$ cat src/rtl/pipe_pkg.sv
// ============================================================================
// pipe_pkg : stage payload structs and derived widths for pipe_stage_reg
// Revision : 1.0
// ============================================================================
`default_nettype none

package pipe_pkg;

    typedef struct packed {
        logic [31:0] pc;
        logic [31:0] inst;
    } if_id_t;

    typedef struct packed {
        logic [3:0]  alu_op;
        logic [1:0]  mem2reg;
        logic [3:0]  dram_we;
        logic        rf_we;
        logic        j_type;
        logic [31:0] rd;
        logic [31:0] rd1;
        logic [31:0] rd2;
        logic [31:0] imm;
        logic [31:0] pc;
    } id_ex_t;

    // dram_we is a per-byte write enable, which brings the struct to 136 bits
    typedef struct packed {
        logic [1:0]  mem2reg;
        logic [3:0]  dram_we;
        logic        rf_we;
        logic        j_type;
        logic [31:0] rd;
        logic [31:0] result;
        logic [31:0] rd2;
        logic [31:0] pc;
    } ex_mem_t;

    typedef struct packed {
        logic [1:0]  mem2reg;
        logic        rf_we;
        logic [31:0] rd;
        logic [31:0] result;
        logic [31:0] rdata;
        logic [31:0] pc;
    } mem_wb_t;

    localparam int IF_ID_W     = $bits(if_id_t);
    localparam int ID_EX_W     = $bits(id_ex_t);
    localparam int EX_MEM_W    = $bits(ex_mem_t);
    localparam int MEM_WB_W    = $bits(mem_wb_t);
    localparam int STALL_CNT_W = 16;

endpackage

`default_nettype wire

$ cat src/rtl/pipe_stage_reg.sv
// ============================================================================
// pipe_stage_reg : valid/ready pipeline register with optional skid entry,
//                  flush, occupancy and saturating stall counter
// Revision       : 1.0
// ============================================================================
`default_nettype none

module pipe_stage_reg
    import pipe_pkg::*;
#(
    parameter int DATA_W = EX_MEM_W,
    parameter int SKID   = 1,
    parameter int CNT_W  = STALL_CNT_W
) (
    input  logic              clk,
    input  logic              reset,
    input  logic              flush,
    input  logic              in_valid,
    output logic              in_ready,
    input  logic [DATA_W-1:0] in_data,
    output logic              out_valid,
    input  logic              out_ready,
    output logic [DATA_W-1:0] out_data,
    output logic [1:0]        occupancy,
    output logic [CNT_W-1:0]  stall_cnt
);

    logic              r_m_valid;
    logic [DATA_W-1:0] r_m_data;
    logic              w_s_valid;
    logic              w_in_ready;
    logic              w_in_xfer;
    logic [CNT_W-1:0]  r_stall_cnt;

    assign w_in_xfer = in_valid && w_in_ready;

    generate
        if (SKID != 0) begin : g_skid
            logic              r_s_valid;
            logic [DATA_W-1:0] r_s_data;

            // in_ready comes straight from a flop, breaking the ready chain
            assign w_s_valid  = r_s_valid;
            assign w_in_ready = !r_s_valid;

            always_ff @(posedge clk) begin
                if (!reset || flush) begin
                    r_m_valid <= 1'b0;
                    r_m_data  <= '0;
                    r_s_valid <= 1'b0;
                    r_s_data  <= '0;
                end else if (!r_m_valid) begin
                    if (w_in_xfer) begin
                        r_m_valid <= 1'b1;
                        r_m_data  <= in_data;
                    end
                end else if (out_ready) begin
                    if (r_s_valid) begin
                        r_m_data  <= r_s_data;
                        r_s_valid <= 1'b0;
                        r_s_data  <= '0;
                    end else if (w_in_xfer) begin
                        r_m_data  <= in_data;
                    end else begin
                        r_m_valid <= 1'b0;
                        r_m_data  <= '0;
                    end
                end else if (w_in_xfer) begin
                    r_s_valid <= 1'b1;
                    r_s_data  <= in_data;
                end
            end
        end else begin : g_noskid
            assign w_s_valid  = 1'b0;
            assign w_in_ready = !r_m_valid || out_ready;

            always_ff @(posedge clk) begin
                if (!reset || flush) begin
                    r_m_valid <= 1'b0;
                    r_m_data  <= '0;
                end else if (w_in_xfer) begin
                    r_m_valid <= 1'b1;
                    r_m_data  <= in_data;
                end else if (r_m_valid && out_ready) begin
                    r_m_valid <= 1'b0;
                    r_m_data  <= '0;
                end
            end
        end
    endgenerate

    // Flush leaves the counter alone so debug sees total stall history
    always_ff @(posedge clk) begin
        if (!reset) begin
            r_stall_cnt <= '0;
        end else if (r_m_valid && !out_ready && (r_stall_cnt != {CNT_W{1'b1}})) begin
            r_stall_cnt <= r_stall_cnt + 1'b1;
        end
    end

    assign in_ready  = w_in_ready;
    assign out_valid = r_m_valid;
    assign out_data  = r_m_data;
    assign occupancy = {r_m_valid & w_s_valid, r_m_valid ^ w_s_valid};
    assign stall_cnt = r_stall_cnt;

endmodule

`default_nettype wire

$ cat config.mk
export PLATFORM = sky130hd
export DESIGN_NAME = pipe_stage_reg
export DESIGN_NICKNAME = d
export VERILOG_FILES = /design/src/rtl/pipe_pkg.sv /design/src/rtl/pipe_stage_reg.sv
export SDC_FILE = /design/constraint.sdc
export NUM_CORES = 1
export LEC_CHECK = 0
export ABC_AREA = 1
export BUFFER_PORTS_ARGS = -buffer_cell sky130_fd_sc_hd__buf_2
export CAP_MARGIN = 20
export CORE_MARGIN = 3
export CORE_UTILIZATION = 56
export DETAILED_ROUTE_END_ITERATION = 8
export PLACE_DENSITY = 0.91
export RECOVER_POWER = 100
export SETUP_SLACK_MARGIN = 0.4
export SYNTH_ARGS = -nofsm -noshare
export SYNTH_HDL_FRONTEND = slang
export SYNTH_SLANG_ARGS = --single-unit
$ cat constraint.sdc
create_clock -name clk -period 3.37 [get_ports clk]
set_clock_uncertainty 0.2 [all_clocks]
set_input_delay 0.674 -clock clk [delete_from_list [all_inputs] [get_ports clk]]
set_output_delay 0.674 -clock clk [all_outputs]
set_load 0.005 [all_outputs]
-- Yosys cells after proc, flatten, opt, wreduce, memory -nomap -nowiden
Index checks and enable logic that the tools add are counted.
W data, S select, Z words.
- bits in registers: 290
- input port bits: 141
- output and inout bits: 156
- word-level logic and storage cells: 36
- add/sub/neg operators: 1
- equal/unequal tests: 3
- multiplexer cells: 13
- bitwise gates (word level): 2
- reduce and logical (&&, ||, !) cells: 12
- operators by type and width (cell ; number):
    $mux W136 ; 7
    $add A16 B1 Y16 const B ; 1
    $ne A16 B16 Y1 const B ; 1
    $mux W1 ; 6
    $reduce_and A2 Y1 ; 2
    $reduce_bool A2 Y1 ; 2
    $logic_and A1 B1 Y1 ; 3
    $logic_not A1 Y1 ; 3
    $reduce_and A3 Y1 ; 1
    $ne A2 B1 Y1 const B ; 1
    $ne A2 B2 Y1 const B ; 1
    $and A1 B1 Y1 ; 1
    $logic_or A1 B1 Y1 ; 1
    $xor A1 B1 Y1 ; 1

-- Longest topological paths before layout
Gate-level depths: netlist of run 1.
- word-level depth: 6
- mapped depth: 9

-- Worst setup path after synthesis of run 1
OpenSTA, ideal clock, no wires.
- path kind: input-to-reg
- start point: in reset
- end point: reg g_skid.r_s_data[100]
- library setup time: 132 ps
- arrival: 1469 ps
- required time: 3038 ps
- path slack: 1568 ps
- cell stages on the path: 6
- path through: inv_1 -> nor2_1 -> inv_1 -> clkbuf_1 -> clkbuf_1 -> a21oi_1
- word-level cells in the longest chain between the ends: 2
- RTL lines (element ; line ; RTL):
    start: declaration ; pipe_stage_reg.sv:16 ; input logic reset,
    $logic_not A1 Y1 ; -- ;
    $logic_or A1 B1 Y1 ; pipe_stage_reg.sv:47 ; if (!reset || flush) begin
    end signal: assignment ; pipe_stage_reg.sv:70 ; r_s_data <= in_data;
    end: declaration ; pipe_stage_reg.sv:40 ; logic [DATA_W-1:0] r_s_data;
No other way between the ends.
A chain may end at the register's enable or synchronous reset.

-- Worst setup path after layout of run 1
- start point: reg r_m_valid (netlist: out_valid)
- end point: reg r_m_data[71] (netlist: out_data[71])
- word-level cells in the longest chain between the ends: 2
- elaborated cells between the ends (all ways): 4
- those cells by class: eq/ne: 1; mux: 1; reduce/logical: 2
- RTL lines (element ; line ; RTL):
    start: declaration ; pipe_stage_reg.sv:28 ; logic r_m_valid;
    start signal: assignment ; pipe_stage_reg.sv:48 ; r_m_valid <= 1'b0;
    start signal: assignment ; pipe_stage_reg.sv:54 ; r_m_valid <= 1'b1;
    start signal: assignment ; pipe_stage_reg.sv:65 ; r_m_valid <= 1'b0;
    $ne A2 B2 Y1 (no source line) or $reduce_bool A2 Y1 (tied branches) ; -- ;
    $reduce_and A2 Y1 (no source line) ; -- ;
    end signal: assignment ; pipe_stage_reg.sv:55 ; r_m_data <= in_data;
    end signal: assignment ; pipe_stage_reg.sv:59 ; r_m_data <= r_s_data;
    end signal: assignment ; pipe_stage_reg.sv:63 ; r_m_data <= in_data;
    end: declaration ; pipe_stage_reg.sv:29 ; logic [DATA_W-1:0] r_m_data;
Several ways; a longest one is shown, not always the timed one.

==> reports/results.tsv, run 1 <==
stage	metric	value	unit
power_and_ir_drop	Static Leak	5.427	nW
clock_network	post-CTS setup buffer count	0	
global_routing	vias in the first global route	10290	
clock_network	clock tree buffer depth	3	
timing	hold slack final	0.1977	ns
final_layout	Reg area	0.005806	mm^2
power_and_ir_drop	internal power	5.768	mW
placement	IO buf count	296	
global_routing	initial antenna violation count	5	
floorplan	initial core utilization	0.5803	
yosys	synth unique cells	22	
drt	Routed WL	32010	um
drt	remaining antenna violation count after routing	0	
drt	WL/cell	16.99	um
global_routing	GR Overflow Total	0	
clock_network	Clock Latency Late Sink	0.53	ns
timing	RSZ-0062 raised after global routing	false	
worst_setup_path	critical path, cell by cell	nand2_1, inv_2, buf_12, a22oi_1, a21oi_1	
power_and_ir_drop	Clock power frac	0.447	
final_layout	final-stage net count	1742	
global_routing	largest net degree at the start of global routing	149	
clock_network	PostCTS Resize Cnt	0	
timing	Fmax	0.3731	GHz
final_layout	FILL cells	1477	
timing	Worst-Margin Slew	1.280	ns
placement	hpwl dp	19510	um
drt	drt drc	0	
floorplan	IO Count	297	
worst_setup_path	startpoint types	flip-flop	
power_and_ir_drop	combinational group share of total power	0.076	
status	outcome	completed	
drt	initial DRC count	900	
floorplan	Rows	50	
timing	Final Cycle Share	0.7953	
final_layout	layout cell share with drive strength beyond 1	0.1765	
yosys	Seq/Total Area, Yosys	0.5244	
yosys	Post-Syn Nets	1519	
clock_network	Worst-path clk slew	0.06	ns
global_routing	global-route wire length before repair	51220	um
power_and_ir_drop	Reg power frac	0.477	
power_and_ir_drop	net switching power	1.733	mW
power_and_ir_drop	switch share	0.2310	
flow_run	Max Cap Violations	0	
yosys	Seq cells post-synth	290	
floorplan	Core ar.	0.01908	mm^2
timing	final-report setup violation count	0	
worst_setup_path	Crit path required time	3.63	ns
clock_network	Num CTS Buffers	29	
worst_setup_path	critical path's largest stage delay	0.90	ns
final_layout	area of the multi-input gates	0.004692	mm^2
timing	Final Hold Viols	0	
clock_network	root buf cell	clkbuf_16	
floorplan	die area	0.02149	mm^2
clock_network	total number of H-tree levels	1	
power_and_ir_drop	pwr/cell area	555.7	mW/mm^2
floorplan	Die H	146.6	um
final_layout	area delta synth->final	21.91	%
power_and_ir_drop	worst vdd rail ir drop	0.3587	mV
worst_setup_path	WP data arrival	2.94	ns
worst_setup_path	Crit Path Class	flip-flop to flip-flop	
drt	first drt pass iteration count	6	
drt	DR vias	11020	
timing	setup TNS	0	ns
placement	GP Congestion	0.8812	
hold_path	Hold Crit Class	input port to flip-flop	
floorplan	die width	146.6	um
global_routing	GRT Total Usage	0.2789	
timing	Pins Over Slew Limit	0	
yosys	Synth Warn #	0	
yosys	area of the mapped netlist	0.01107	mm^2
yosys	Syn Inst Count	1376	
clock_network	CTS Sinks	290	
clock_network	CTS tree	done	
worst_setup_path	crit end category	flip-flop	
worst_setup_path	CP max stage cell	inv_2	
yosys	syn_area_per_cell	8.046	um^2
timing	Rel. slew slack	0.1470	
placement	Inst Count DP	1828	
final_layout	post-route insts no fill	1884	
timing	post-layout minimum cycle time	2.680	ns
clock_network	hold-fix buffers at CTS	0	
worst_setup_path	highest net fanout along the worst path	64	
drt	Vias/cell	5.849	
worst paths after layout:
check             slack (ns)  depth (start not counted)                    to               start
hold / removal          0.20                          3  g_skid.r_s_data[114]        in_data[114]
setup reg to reg        0.69                          5          out_data[71]           out_valid
setup / recovery        0.69                          5          out_data[71]           out_valid
hold reg to reg         0.26                          2    g_skid.r_s_data[8]  g_skid.r_s_data[8]
flip-flops by register name, summed over array words and instances, names as in the netlist:
name and flops:
g_skid.r_s_data 136, g_skid.r_s_valid 1, out_data 136, out_valid 1
stall_cnt 16
final cells by class:
cell class                      count  area share
Clock inverter                     12     0.01214
Clock buffer                       40     0.06201
Antenna cell                        4   0.0007416
Tap cell                          260     0.02410
Timing Repair Buffer              310      0.1164
Inverter                           24    0.006859
Sequential cell                   290      0.4301
Multi-Input combinational cell    944      0.3476
synth_stat cells:
| cell | instances | area, um^2 |
|---|---|---|
| a22oi_1 | 136 | 1021 |
| o21ai_0 | 143 | 715.7 |
| nand2_2 | 1 | 6.260 |
| nor2_4 | 1 | 11.26 |
| a21oi_1 | 279 | 1396 |
| clkbuf_2 | 1 | 5.000 |
| inv_2 | 5 | 18.77 |
| dfxtp_1 | 290 | 5806 |
| nand3_1 | 11 | 55.05 |
| xor2_1 | 3 | 26.28 |
| nand4_1 | 2 | 12.51 |
| ha_1 | 2 | 25.02 |
| nor3_1 | 1 | 5.000 |
| o21ai_2 | 1 | 8.760 |
| o21ai_1 | 1 | 5.000 |
| buf_4 | 5 | 37.54 |
| clkbuf_1 | 74 | 277.8 |
| buf_2 | 38 | 190.2 |
| inv_1 | 19 | 71.32 |
| xnor2_1 | 3 | 26.28 |
| nand2_1 | 317 | 1190 |
| nor2_1 | 43 | 161.4 |
through the flow:
step | power [mW] | setup slack [ns] | instance area, um^2 | utilization
after floorplan | 3.938 | 1.568 | 11070 | -
after global routing | 7.754 | 0.5665 | 13500 | 0.7074
final | 7.501 | 0.6899 | 13500 | 0.7074
after global placement | 4.209 | 1.051 | 12610 | 0.6607
after CTS | 7.537 | 0.9516 | 13610 | 0.7132
after detailed placement | 4.222 | 0.9790 | 12610 | 0.6607
power by group through the flow:
stage / clock network [mW] / logic, mW / registers, mW
2_1_floorplan: 0 / 0.291 / 3.65
3_3_place_gp: 0 / 0.560 / 3.65
3_5_place_dp: 0 / 0.574 / 3.65
4_1_cts: 3.38 / 0.580 / 3.58
5_1_grt: 3.54 / 0.631 / 3.59
6_report: 3.35 / 0.571 / 3.58
per-layer routing:
layer | up-vias | global-route usage | routed length [um]
met4 | 2 | 0.1388 | 1426
met2 | 545 | 0.4561 | 15490
met3 | 98 | 0.04066 | 2381
li1 | 5213 | - | -
met5 | - | 0 | 13
met1 | 5161 | 0.3620 | 12700
layout by cell type, fill, tap and decap left out, types with 2 or more instances in the layout:
cell type / count
ha_1: 2
clkbuf_8: 7
nand2_1: 316
xor2_1: 3
o21ai_0: 143
buf_2: 217
nor2_1: 43
buf_12: 7
buf_1: 3
diode_2: 4
clkbuf_16: 29
a22oi_1: 136
clkbuf_1: 81
a21oi_1: 279
inv_1: 20
nand4_1: 2
o21ai_4: 2
inv_2: 2
clkinv_2: 7
nand3_1: 11
xnor2_1: 3
dfxtp_1: 290
buf_4: 6
bufinv_16: 4
critical path: cells and delay by family, from the launching register on:
kind            cells  cell delay [ns]
buf+inv             2             1.25
flops               1             0.56
compound gates      2             0.35
simple gates        1             0.15
logic make-up (layout without fill, tap and decap cells):
group,after synthesis,after routing,share of synthesized area
adders and majority gates,2,2,0.002260
buffers and inverters,142,386,0.05424
other,0,4,0
DFF,290,290,0.5244
xor gates and xnor gates,6,6,0.004747
and+or+nand+nor,376,376,0.1302
AOI/OAI and AO/OA,560,560,0.2842
Power figures use the tool's default switching activity.
==> run 2: changes to the inputs <==
- ABC_AREA: 1 -> 0
- CORE_UTILIZATION: 56 -> 48
- PLACE_DENSITY: 0.91 -> 0.84
- clock period: 3.37 -> 2.4 ns (I/O delays scaled with it)
==> run 2 against run 1 <==
Area after synthesis is 2.1% higher. Non-clock buffer count is 75 higher. Routed wire length is 9.4% higher. Maximum frequency is 24% higher. Critical endpoint is now out_data[0]. Utilization is 7.4 points lower. Via count is 0.60% lower. Sequential share of layout area is 3.0 points lower. Critical path depth stayed put. Sequential power is 40% higher.
==> reports/results.tsv, run 2 <==
stage	metric	value	unit	change
clock_network	clock tree buffer depth	3		unchanged
final_layout	layout cell share with drive strength beyond 1	0.2334		was 0.1765
clock_network	Worst-path clk slew	0.07	ns	was 0.06 ns
floorplan	Core ar.	0.02292	mm^2	was 0.01908 mm^2
worst_setup_path	Crit Path Class	flip-flop to flip-flop		unchanged
drt	initial DRC count	1131		was 900
placement	GP Congestion	0.8747		was 0.8812
timing	Final Hold Viols	0		unchanged
power_and_ir_drop	worst vdd rail ir drop	0.5858	mV	was 0.3587 mV
global_routing	vias in the first global route	10480		was 10290
floorplan	Die H	159.5	um	was 146.6 um
yosys	Syn Inst Count	1187		was 1376
timing	Worst-Margin Slew	0.7558	ns	was 1.280 ns
floorplan	IO Count	297		unchanged
yosys	Seq/Total Area, Yosys	0.5134		was 0.5244
yosys	area share of the largest cell type after synthesis	0.5134		was 0.5244
yosys	Synth area leaders	dfxtp_1 51%, nor2_1 9.2%, a22oi_1 9.0%		was dfxtp_1 52%, a21oi_1 13%, nand2_1 11%
global_routing	global-route wire length before repair	54830	um	was 51220 um
drt	DR vias	10950		was 11020
clock_network	root buf cell	clkbuf_16		unchanged
global_routing	initial antenna violation count	2		was 5
yosys	post-synthesis mux area share	0.003541		was 0
yosys	largest family of logic cells by synthesized area	compound AO/OA/AOI/OAI gates		unchanged
timing	Final Cycle Share	0.8971		was 0.7953
timing	post-layout minimum cycle time	2.153	ns	was 2.680 ns
final_layout	area delta synth->final	28.29	%	was 21.91%
power_and_ir_drop	pwr/cell area	774.3	mW/mm^2	was 555.7 mW/mm^2
clock_network	total number of H-tree levels	1		unchanged
yosys	syn_area_per_cell	9.526	um^2	was 8.046 um^2
timing	final-report setup violation count	0		unchanged
global_routing	GRT Total Usage	0.2533		was 0.2789
yosys	most frequent cell after synthesis	dfxtp_1		was nand2_1
floorplan	die area	0.02543	mm^2	was 0.02149 mm^2
clock_network	CTS tree	done		unchanged
timing	Fmax	0.4645	GHz	was 0.3731 GHz
yosys	Post-synth EDFFs	0		unchanged
clock_network	Clock Latency Late Sink	0.54	ns	was 0.53 ns
global_routing	GR Overflow Total	0		unchanged
timing	Rel. slew slack	0.4961		was 0.1470
yosys	Post-Synth Adder-Cell Area	0.002213		was 0.002260
timing	Pins Over Slew Limit	0		unchanged
yosys	synth unique cells	49		was 22
hold_path	worst hold path cell count	3		unchanged
final_layout	commonest non-fill, non-tap cell in the layout	dfxtp_1		was nand2_1
floorplan	Rows	55		was 50
placement	hpwl dp	21010	um	was 19510 um
yosys	Seq cells post-synth	290		unchanged
yosys	area of the mapped netlist	0.01131	mm^2	was 0.01107 mm^2
yosys	Synth Warn #	0		unchanged
hold_path	Hold Crit Class	input port to flip-flop		unchanged
yosys	Simple-Gate Fraction of Synth Area	0.1891		was 0.1302
yosys	compound-cell area share of the yosys netlist	0.2367		was 0.2842
floorplan	die width	159.5	um	was 146.6 um
final_layout	leading cell types in the layout, fill and taps excluded	290 x dfxtp_1, 278 x nor2_1, 209 x buf_2		was 316 x nand2_1, 290 x dfxtp_1, 279 x a21oi_1
drt	drt drc	0		unchanged
status	outcome	completed		unchanged
timing	setup TNS	0	ns	unchanged
drt	first drt pass iteration count	6		unchanged
worst_setup_path	crit end category	flip-flop		unchanged
yosys	Top FF cell, synth	dfxtp_1		unchanged
worst_setup_path	startpoint types	flip-flop		unchanged
placement	Placed Area	0.01313	mm^2	was 0.01261 mm^2
drt	remaining antenna violation count after routing	0		unchanged
final_layout	Final Cell Area	0.01451	mm^2	was 0.01350 mm^2
clock_network	CTS Sinks	290		unchanged
worst_setup_path	WP data arrival	2.37	ns	was 2.94 ns
global_routing	largest net degree at the start of global routing	77		was 149
worst_setup_path	Crit path required time	2.62	ns	was 3.63 ns
flow_run	Max Cap Violations	0		unchanged
worst_setup_path	R2R cell count	5		unchanged
yosys	Yosys top cell by area	dfxtp_1		unchanged
placement	IO buf count	296		unchanged
drt	Routed WL	35010	um	was 32010 um
yosys	Post-Syn Nets	1330		was 1519
timing	RSZ-0062 raised after global routing	true		was false
drt	Vias/cell	6.012		was 5.849
final_layout	FILL cells	1857		was 1477
floorplan	initial core utilization	0.4934		was 0.5803
yosys	xor/xnor share of the synthesized area	0.0007746		was 0.004746
drt	WL/cell	19.22	um	was 16.99 um
yosys	synth cell count leaders	290 x dfxtp_1, 278 x nor2_1, 136 x a22oi_1		was 317 x nand2_1, 290 x dfxtp_1, 279 x a21oi_1
clock_network	Num CTS Buffers	31		was 29
final_layout	final-stage net count	1627		was 1742
yosys	ys async rst share	0		unchanged
worst_setup_path	highest net fanout along the worst path	50		was 64
power_and_ir_drop	Static Leak	5.604	nW	was 5.427 nW
==> run 2: changes by cell type after synthesis, moves of 98 or more <==
cell | previous run | this run
nor3_1 | 1 | 118
o21ai_0 | 143 | 5
nand2_1 | 317 | 7
nor2_1 | 43 | 278
a221oi_1 | 0 | 98
a21oi_1 | 279 | 8
==> run 2: through the flow <==
step                power [mW]  utilization  worst slack (ns)  hold slack, ns  std cells
global route             11.62       0.6330            0.1633         0.01100       1822
detailed placement       6.162       0.5731            0.1234          0.2831       1707
floorplan                5.686            -            0.5734          0.2665       1187
CTS                      11.31       0.6439            0.3416      0.00006056       1813
finish                   11.23       0.6330            0.2470         0.01131       1822
global placement         6.137       0.5731            0.1689          0.2775       1707
==> run 2: layer usage <==
metal	track usage	wire length (um)
met5	0	13
met1	0.3129	13290
met4	0.1058	1535
met2	0.4306	17370
met3	0.05229	2797
==> run 2: worst paths after layout <==
path,from,end,slack (ns)
hold reg to reg,out_data[64],out_data[64],0.29
setup / recovery,g_skid.r_s_valid,out_data[0],0.25
setup reg to reg,g_skid.r_s_valid,out_data[0],0.25
hold / removal,in_data[77],g_skid.r_s_data[77],0.01
==> run 2: logic make-up (layout without fill, tap and decap cells) <==
kind of cell / count (synthesis) / count (layout)
simple gates: 460 / 460
flops: 290 / 290
fa+ha+maj: 2 / 2
compound gates: 301 / 302
mux: 4 / 4
buf+inv: 129 / 449
xor+xnor: 1 / 1
other cells: 0 / 1
==> run 2: power by group <==
part	total, mW	internal [mW]	leakage [nW]	switching, mW
sequential	5.02	4.94	2.35	0.0784
clock	5.11	3.14	0.543	1.97
combinational	1.10	0.485	2.71	0.617
total	11.2	8.57	5.60	2.66
==> run 2: area by class of cell <==
class                   count  area, um^2  share of cell area
clock inverters            18       260.3             0.01794
inverters                   7       26.28            0.001811
flip-flops and latches    290        5806              0.4002
well taps                 313       391.6             0.02700
repair buffers            385        2417              0.1666
multi-input cells         769        4757              0.3279
diodes                      1       2.502           0.0001725
clock buffers              39       845.8             0.05831
==> run 2: what timing repair did <==
action                                 4_1_cts  5_1_grt
resized for setup                            9       12
hold buffers                                44        0
setup endpoints to repair                   18       50
endpoints found under the hold margin       44        0
pin swaps                                    1        0
buffers inserted                             4        5
gates cloned                                 1        3
==> run 2: worst max-delay path, cell delays in order (launching register included) <==
cell,delay [ns]
dfxtp_1,0.34
nand2b_1,0.43
nand2_8,0.20
buf_6,0.29
a221oi_1,0.48
nor3_2,0.09
==> run 3: changes to the inputs <==
- GPL_TIMING_DRIVEN: unset -> 0
- clock period: 2.4 -> 1.78 ns (I/O delays scaled with it)
==> run 3 against run 2 <==
The run now ends with negative setup slack left. Cell count increased by 11%. Die area unchanged. Power increased by 37%.
==> reports/results.tsv, run 3 (same netlist as run 2, synthesis figures left out) <==
stage	metric	value	unit	change
status	outcome	finished with violations		was completed
status	failing checks	negative setup slack		
timing	Final Hold Viols	0		unchanged
clock_network	Clock Latency Late Sink	0.55	ns	was 0.54 ns
clock_network	Worst-path clk slew	0.07	ns	about the same
worst_setup_path	CP Launch Point	out_valid		was g_skid.r_s_valid
drt	Routed WL	44010	um	was 35010 um
final_layout	commonest non-fill, non-tap cell in the layout	dfxtp_1		unchanged
worst_setup_path	Crit Path Class	flip-flop to flip-flop		unchanged
flow_run	Max Cap Violations	0		unchanged
hold_path	hold_sp	in_valid		was in_data[77]
clock_network	root buf cell	clkbuf_16		unchanged
global_routing	GRT Total Usage	0.3115		was 0.2533
worst_setup_path	Reg-to-Reg Start	out_valid		was g_skid.r_s_valid
hold_path	Hold Crit Class	input port to flip-flop		unchanged
global_routing	GR Overflow Total	0		unchanged
worst_setup_path	critical path, cell by cell	buf_8, nand2_1, o21a_1, buf_6, buf_8, buf_6, a221oi_2, nor3_1		was nand2b_1, nand2_8, buf_6, a221oi_1, nor3_2
power_and_ir_drop	pwr/cell area	892.2	mW/mm^2	was 774.3 mW/mm^2
timing	Fmax	0.4913	GHz	was 0.4645 GHz
final_layout	final-stage net count	1826		was 1627
drt	first drt pass iteration count	6		unchanged
timing	Rel. slew slack	0.4523		was 0.4961
floorplan	Core ar.	0.02292	mm^2	unchanged
global_routing	global-route wire length before repair	66270	um	was 54830 um
drt	Vias/cell	6.140		was 6.012
timing	post-layout minimum cycle time	2.035	ns	was 2.153 ns
timing	Pins Over Slew Limit	0		unchanged
worst_setup_path	critical path's largest stage delay	0.34	ns	was 0.48 ns
worst_setup_path	crit-path leading delay family	buffers and inverters		was simple AND/OR/NAND/NOR gates
floorplan	die width	159.5	um	unchanged
floorplan	initial core utilization	0.4934		unchanged
timing	final-report setup violation count	259		was 0
power_and_ir_drop	Static Leak	6.620	nW	was 5.604 nW
final_layout	layout cell share with drive strength beyond 1	0.3476		was 0.2334
worst_setup_path	startpoint types	flip-flop		unchanged
drt	remaining antenna violation count after routing	0		unchanged
placement	IO buf count	296		unchanged
timing	setup TNS	-15.30	ns	was 0 ns
final_layout	FILL cells	1453		was 1857
worst_setup_path	CP max stage cell	dfxtp_2		was a221oi_1
floorplan	Rows	55		unchanged
worst_setup_path	Crit path required time	2.00	ns	was 2.62 ns
placement	pre-CTS worst setup slack	-0.7019	ns	was 0.1234 ns
drt	drt drc	0		unchanged
power_and_ir_drop	worst vdd rail ir drop	0.8579	mV	was 0.5858 mV
worst_setup_path	WP data arrival	2.26	ns	was 2.37 ns
drt	WL/cell	21.81	um	was 19.22 um
clock_network	total number of H-tree levels	1		unchanged
clock_network	CTS tree	done		unchanged
final_layout	leading cell types in the layout, fill and taps excluded	280 x dfxtp_1, 275 x nor2_1, 220 x buf_2		was 290 x dfxtp_1, 278 x nor2_1, 209 x buf_2
global_routing	largest net degree at the start of global routing	15		was 77
worst_setup_path	highest net fanout along the worst path	10		was 50
drt	initial DRC count	1065		was 1131
floorplan	IO Count	297		unchanged
global_routing	initial antenna violation count	2		unchanged
placement	GP Congestion	0.8490		was 0.8747
drt	DR vias	12390		was 10950
timing	Final Cycle Share	1.143		was 0.8971
placement	hpwl dp	24040	um	was 21010 um
clock_network	Num CTS Buffers	31		unchanged
timing	Worst-Margin Slew	0.8215	ns	was 0.7558 ns
floorplan	Die H	159.5	um	unchanged
worst_setup_path	crit path buf inv count	4		was 1
clock_network	clock tree buffer depth	3		unchanged
worst_setup_path	crit end category	flip-flop		unchanged
timing	worst setup margin	-0.2552	ns	was 0.2470 ns
floorplan	die area	0.02543	mm^2	unchanged
global_routing	vias in the first global route	12480		was 10480
clock_network	CTS Sinks	290		unchanged
timing	RSZ-0062 raised after global routing	true		unchanged
final_layout	area delta synth->final	52.82	%	was 28.29%
power_and_ir_drop	Power Total	15.42	mW	was 11.23 mW
## run 3: worst paths after layout
| kind | slack [ns] | endpoint | cells past startpoint |
|---|---|---|---|
| worst min-delay path | 0.01 | out_valid | 4 |
| worst min register to register | 0.29 | out_data[125] | 2 |
| worst max register to register | -0.26 | out_data[93] | 8 |
| worst max-delay path | -0.26 | out_data[93] | 8 |
## run 3: report_power, final
group	internal [mW]	total (mW)	leakage [nW]	switching (mW)
logic	0.917	2.01	3.75	1.09
registers	6.66	6.77	2.36	0.114
clock network	3.93	6.64	0.511	2.70
## run 3: what timing repair did
action                                  CTS  global route
hold endpoints to repair                273             0
gates cloned                              7             1
endpoints found under the setup margin  446           446
setup buffers                             9            13
pin swaps                                 5             6
hold buffers                            137             0
resized for setup                       102            97
## run 3: cell type report
class | instances | area, um^2 | share of cell area
inverter | 7 | 26.28 | 0.001521
sequential | 290 | 5823 | 0.3370
antenna | 2 | 5.005 | 0.0002896
timing repair buffer | 463 | 3153 | 0.1825
tap | 313 | 391.6 | 0.02266
multi-input combinational | 768 | 5904 | 0.3417
clock buffer | 43 | 900.9 | 0.05214
buffer | 122 | 942.2 | 0.05453
clock inverter | 10 | 132.6 | 0.007676
## run 3: worst reg2reg max path, stage by stage, from the launching register on
cell      delay, ns
dfxtp_2        0.34
buf_8          0.13
nand2_1        0.15
o21a_1         0.17
buf_6          0.19
buf_8          0.18
buf_6          0.19
a221oi_2       0.06
nor3_1         0.30
## run 3: metrics by stage
stage | instances | area, um^2 | hold WS [ns] | util
global placement | 1796 | 13670 | 0.2668 | 0.5967
global route | 2018 | 17280 | 0.03145 | 0.7540
floorplan | 1187 | 11800 | 0.2665 | -
finish | 2018 | 17280 | 0.01179 | 0.7540
CTS | 2002 | 16710 | 0.0007343 | 0.7294
detailed placement | 1796 | 13670 | 0.2735 | 0.5967
## run 3: metal layers
layer  GRT usage  up-vias  part of all wire
met5           0        -                 0
met4      0.1377        0             0.052
met3     0.05853      223             0.082
met2      0.5505      756              0.50
met1      0.3676     6000              0.36
li1            -     5411                 -
